`config.mk`:
```
export PLATFORM = sky130hd
export DESIGN_NAME = alu_result_fifo
export DESIGN_NICKNAME = d
export VERILOG_FILES = /design/src/rtl/alu_result_fifo.sv
export SDC_FILE = /design/constraint.sdc
export NUM_CORES = 1
export LEC_CHECK = 0
export CORE_MARGIN = 4
export CORE_UTILIZATION = 53
export DETAILED_ROUTE_END_ITERATION = 8
export PLACE_DENSITY = 0.78
export SLEW_MARGIN = 20
export SYNTH_ARGS = -nofsm -noshare
export SYNTH_HDL_FRONTEND = slang
export SYNTH_SLANG_ARGS = --single-unit
```
`constraint.sdc`:
```
create_clock -name clk -period 2.59 [get_ports clk]
set_input_delay 0.518 -clock clk [delete_from_list [all_inputs] [get_ports clk]]
set_output_delay 0.518 -clock clk [all_outputs]
set_load 0.02 [all_outputs]
```
`src/rtl/alu_result_fifo.sv`:
```
// First-word-fall-through FIFO that buffers ALU results with their code and zero/arith flags.
// Latency: an entry written at an edge appears at the head the next cycle. Backpressure: in_ready depends only on count and drops when full.
module alu_result_fifo #(
  parameter int DEPTH = 4
) (
  input  logic                       clk,
  input  logic                       rst,
  input  logic                       in_valid,
  output logic                       in_ready,
  input  logic [2:0]                 in_code,
  input  logic [7:0]                 in_result,
  output logic                       out_valid,
  input  logic                       out_ready,
  output logic [2:0]                 out_code,
  output logic [7:0]                 out_result,
  output logic                       out_zero,
  output logic                       out_flag,
  output logic [$clog2(DEPTH):0]     count
);

  localparam int AW = $clog2(DEPTH);
  localparam logic [AW:0] FULL_CNT = (AW+1)'(DEPTH);

  typedef struct packed {
    logic [2:0] code;
    logic [7:0] result;
    logic       zero;
    logic       flag;
  } entry_t;

  entry_t        mem [DEPTH];
  entry_t        wr_entry;
  entry_t        head;
  logic [AW-1:0] wr_ptr;
  logic [AW-1:0] rd_ptr;
  logic          push;
  logic          pop;
  logic          arith_flag;

  assign in_ready  = (count != FULL_CNT);
  assign out_valid = (count != '0);
  assign push      = in_valid & in_ready;
  assign pop       = out_valid & out_ready;

  // Flag meaning depends on the operation: carry for add, borrow for sub, overflow for mul.
  always_comb begin
    arith_flag = 1'b0;
    case (in_code)
      3'd0:    arith_flag = in_result[4];
      3'd1:    arith_flag = in_result[7];
      3'd3:    arith_flag = |in_result[7:4];
      default: arith_flag = 1'b0;
    endcase
  end

  always_comb begin
    wr_entry.code   = in_code;
    wr_entry.result = in_result;
    wr_entry.zero   = (in_result == 8'h00);
    wr_entry.flag   = arith_flag;
  end

  always_ff @(posedge clk) begin
    if (push && !rst) begin
      mem[wr_ptr] <= wr_entry;
    end
  end

  always_ff @(posedge clk) begin
    if (rst) begin
      wr_ptr <= '0;
      rd_ptr <= '0;
      count  <= '0;
    end else begin
      if (push) wr_ptr <= wr_ptr + 1'b1;
      if (pop)  rd_ptr <= rd_ptr + 1'b1;
      if (push && !pop)      count <= count + 1'b1;
      else if (pop && !push) count <= count - 1'b1;
    end
  end

  assign head       = mem[rd_ptr];
  assign out_code   = head.code;
  assign out_result = head.result;
  assign out_zero   = head.zero;
  assign out_flag   = head.flag;

endmodule

```
**Word-level counts from Yosys, hierarchy flattened**

Memory sizes are Yosys's and may differ from the RTL's. A register that Yosys moved wholly into a read port is not among the register bits.
Cells that the tools add are included.

- $add $sub $neg: 4
- Multipliers: 0
- Div/mod/pow operators: 0
- $lt $le $gt $ge: 0
- Equality and inequality tests: 3
- Shift operators: 0
- Multiplexer cells: 7
- Bitwise operators: 2
- Reduce and logical (&&, ||, !) cells: 11

Operator list:

| kind | number |
|---|---|
| $logic_not A8 Y1 | 1 |
| $mux W3 | 2 |
| $add A2 B1 Y2 const B | 2 |
| $mux W2 | 2 |
| $reduce_or A4 Y1 | 1 |
| $add A3 B1 Y3 const B | 1 |
| $eq A3 B1 Y1 const B | 1 |
| $eq A3 B2 Y1 const B | 1 |
| $logic_and A1 B1 Y1 | 3 |
| $logic_not A1 Y1 | 3 |
| $logic_not A3 Y1 | 1 |
| $ne A3 B3 Y1 const B | 1 |
| $pmux W1 S3 | 1 |
| $reduce_bool A3 Y1 | 1 |
| $sub A3 B1 Y3 const B | 1 |
| $and A1 B1 Y1 | 2 |
| $mux W1 | 2 |
| $reduce_bool A2 Y1 | 1 |

- Register bits after elaboration: 7
- Latch bits: 0
- RAM bits: 52
- Memory bits (read-only): 0
- Output and inout port bits: 18
- Logic and storage cells: 31
- Memories: 1

Memories:

| memory | words | bits a word | rd ports | clocked after memory_dff | write ports | RTL line | text |
|---|---|---|---|---|---|---|---|
| mem | 4 | 13 | 1 | 1 | 1 | 31 | `entry_t mem [DEPTH];` |

**Logic depth before layout (Yosys ltp)**

- Depth in word-level cells: 6
- Mapped depth: 9
- Gate-level depth less buffers: 9

**Least setup slack after synthesis**

OpenSTA, ideal clock, no wires.

- Kind: register to register
- Start point: register count[0]
- End point: memory mem[1][0] (netlist name), enable pin
- Data arrival time: 1,932 ps
- Data required time: 2,188 ps
- Slack: 255 ps
- Stages on the path, launching flop included: 4
- Path buffers: 0
- Period minus slack after synthesis: 2,335 ps
- Path through: dfxtp_1 or3b_4 nand2_4 nor3b_1

- Word-level cells in the longest chain between the ends: 5

RTL lines:

| item | RTL line | text |
|---|---|---|
| start: declaration | 18 | `output logic [$clog2(DEPTH):0] count` |
| start signal: assignment | 77 | `if (push && !pop) count <= count + 1'b1;` |
| start signal: assignment | 78 | `else if (pop && !push) count <= count - 1'b1;` |
| $ne A3 B3 Y1 | 40 | `assign in_ready = (count != FULL_CNT);` |
| via in_ready | 9 | `output logic in_ready,` |
| $and A1 B1 Y1 | 42 | `assign push = in_valid & in_ready;` |
| $logic_and A1 B1 Y1 | 64 | `if (push && !rst) begin` |
| $mux W1 | 64 |  |
| $mux W1 (implied by the code) | 65 | `mem[wr_ptr] <= wr_entry;` |
| end: declaration | 31 |  |

The timed path passes the listed nets, and every way through them passes these cells.

==> flow_metrics.tcl <==
set metrics [dict create \
    status "completed" \
    core-area_mm2 0.00435 \
    hold_buffers 0 \
    power_frac_comb 0.308 \
    tightest_slew_ps 542 \
    hold_viol 0 \
    via_count 1282 \
    rsz0062_at_grt "false" \
    hold_start "wr_ptr[1]" \
    numCtsBuffers 9 \
    whs_ps 519 \
    cp_cell_sequence "buf_6 > mux4_2 > clkdlybuf4s50_1" \
    drive_gt1_frac 0.253 \
    r2r_start "count[0]" \
    grt_max_degree 15 \
    die_y_um 75.3 \
    grt_pass1_wl_um 6960 \
    syn2layout_area_growth_pct 28.1 \
    die_area_mm2 0.00567 \
    power.density_mw_per_mm2 988 \
    portBuffers 32 \
    dpl.hpwl_um 2930 \
    power_switching_mw 0.850 \
    crit_path_start_kind "register" \
    max-cap-violations 0 \
    finalSetupViolCount 0 \
    slew_headroom 0.637 \
    ys_seq_area_frac 0.726 \
    path_max_fanout 9 \
    syn_inst 124 \
    worstSetupEndpointType "output pin" \
    fin_crit_ps 2460 \
    critPathSlowestCell "clkdlybuf4s50_1" \
    cts.clk_slew.worst_paths_ps 60 \
    pwr-share-clk 0.285 \
    drt_wl_total_um 4250 \
    dpl_worst_slack_ps 39.1 \
    num_io_pins 33 \
    grt_use_met3 0.0712 \
    final_cell_mix "52 x edfxtp_1, 29 x clkdlybuf4s50_1, 13 x mux4_2" \
    h-tree-depth 3 \
    leakage_nw 1.08 \
    fin_tns_setup_ps 0 \
    cts_setup_buffers 0 \
    place_congestion 0.754 \
    worstPathArrival_ps 1940 \
    seqPwrFrac 0.408 \
    nets 194 \
    synth.distinct_cells 25 \
    required_ps 2070 \
    num_antenna_cells 0 \
    grt_pass1_vias 1379 \
    critPathMaxStageDelay_ps 550 \
    met1_usage 0.203 \
    start_util 0.551 \
    p_int_mw 2.19 \
    synth_warnings 0 \
    ys_ff_latch 61 \
    grt.overflow.total 0 \
    post_cts_resized 0 \
    drc 0 \
    root_buffer "clkbuf_8" \
    vdd_ir_drop_max_mv 0.697 \
    antenna_found_initial 0 \
    viasPerCell 5.57 \
    final.period_utilization 0.949 \
    tritoncts "done" \
    syn_avg_cell_area_um2 19.4 \
    syn_nets 145 \
    antenna_left 0 \
    final_common_cell "edfxtp_1" \
    drtIter0Drc 106 \
    netlist_area_mm2 0.00240 \
    clk_path_buf_depth 2 \
    grt-busiest-layer "met2" \
    die_x_um 75.3 \
    fp-row-count 24 \
    cts.sinks 61 \
    post_drt_wl_per_cell_um 18.5 \
    first_pass_iters 4 \
    min_path_type "register to register" \
    grt.total_usage 0.182 \
    fin_worst_skew_ps 6.16 \
    crit_type "register to output pin" \
    switching_share 0.280 \
    clock_latency_ps 330 \
    final_max_slew_viol_count 0 \
    grt.met2_usage 0.302 \
    fmax_ghz 0.407 \
    final.setup.worst_slack_ps 132 \
]
## critical path: cells and delay by family, from the launching register on
family | cells | cell delay (ps)
buffers and inverters | 2 | 730
muxes | 1 | 530
DFF | 1 | 350
## synthesized netlist by cell type
| library cell | n | area [um^2] |
|---|---|---|
| edfxtp_1 | 52 | 1560 |
| mux4_2 | 13 | 293 |
| dfxtp_1 | 9 | 180 |
| nor2_1 | 9 | 33.8 |
| ha_1 | 5 | 62.6 |
| inv_1 | 4 | 15.0 |
| nor3b_1 | 4 | 30.0 |
| xor2_1 | 4 | 35.0 |
| a21oi_1 | 2 | 10.0 |
| clkbuf_1 | 2 | 7.51 |
| mux2i_1 | 2 | 20.0 |
| nand2b_1 | 2 | 12.5 |
| o21ai_0 | 2 | 10.0 |
| or3_2 | 2 | 15.0 |
| or4_1 | 2 | 15.0 |
| buf_4 | 1 | 7.51 |
| fa_1 | 1 | 20.0 |
| inv_4 | 1 | 6.26 |
| mux2_4 | 1 | 15.0 |
| nand2_1 | 1 | 3.75 |
| nand2_4 | 1 | 11.3 |
| o21a_1 | 1 | 7.51 |
| o311ai_0 | 1 | 8.76 |
| o31ai_1 | 1 | 7.51 |
| or3b_4 | 1 | 11.3 |
## area by class of cell
type                    instances  area [um^2]
clock buffers                  10          128
clock inverters                 6         77.6
fillers                       257         1280
inverters                       5         21.3
multi-input cells              55          642
flip-flops and latches         61         1740
well taps                      52         65.1
repair buffers                 41          399
## per-layer routing
metal,share of wire,vias to the layer above
li1,-,586
met1,0.39,644
met2,0.52,44
met3,0.067,8
met4,0.022,0
met5,0,-
## kinds of logic after synthesis
group	share of synthesized area
adder cells (fa/ha/maj)	0.0344
buffers and inverters	0.0151
AO/OA/AOI/OAI	0.0183
multiplexers	0.137
flip-flops	0.726
AND/OR/NAND/NOR	0.0553
XOR/XNOR	0.0146
## sequential cells by signal, summed over array words and instances, names as in the netlist, named ones only
name	count
count	3
mem	52
rd_ptr	2
wr_ptr	2
## metrics by stage
stage	instances	instance area, um^2	power, mW	utilization
after detailed placement	214	2860	2.20	0.656
final	230	3070	3.04	0.706
after global placement	214	2860	2.17	0.656
after global routing	230	3070	3.19	0.706
after floorplan	124	2400	1.81	-
after CTS	230	3060	3.07	0.703
## power by group through the flow
stage | clock network [mW] | logic (mW) | registers, mW
final | 0.864 | 0.935 | 1.24
after global routing | 0.928 | 1.02 | 1.25
after CTS | 0.884 | 0.949 | 1.24
after detailed placement | 0 | 0.943 | 1.26
after global placement | 0 | 0.924 | 1.25
after floorplan | 0 | 0.538 | 1.27
## worst paths after layout
path | endpoint | slack [ps] | cells past startpoint
worst min register to register | wr_ptr[1] | 520 | 2
worst max register to register | count[2] | 370 | 7
worst max-delay path | out_result[5] | 130 | 3
worst min-delay path | wr_ptr[1] | 520 | 2
Power figures use the tool's default switching activity.
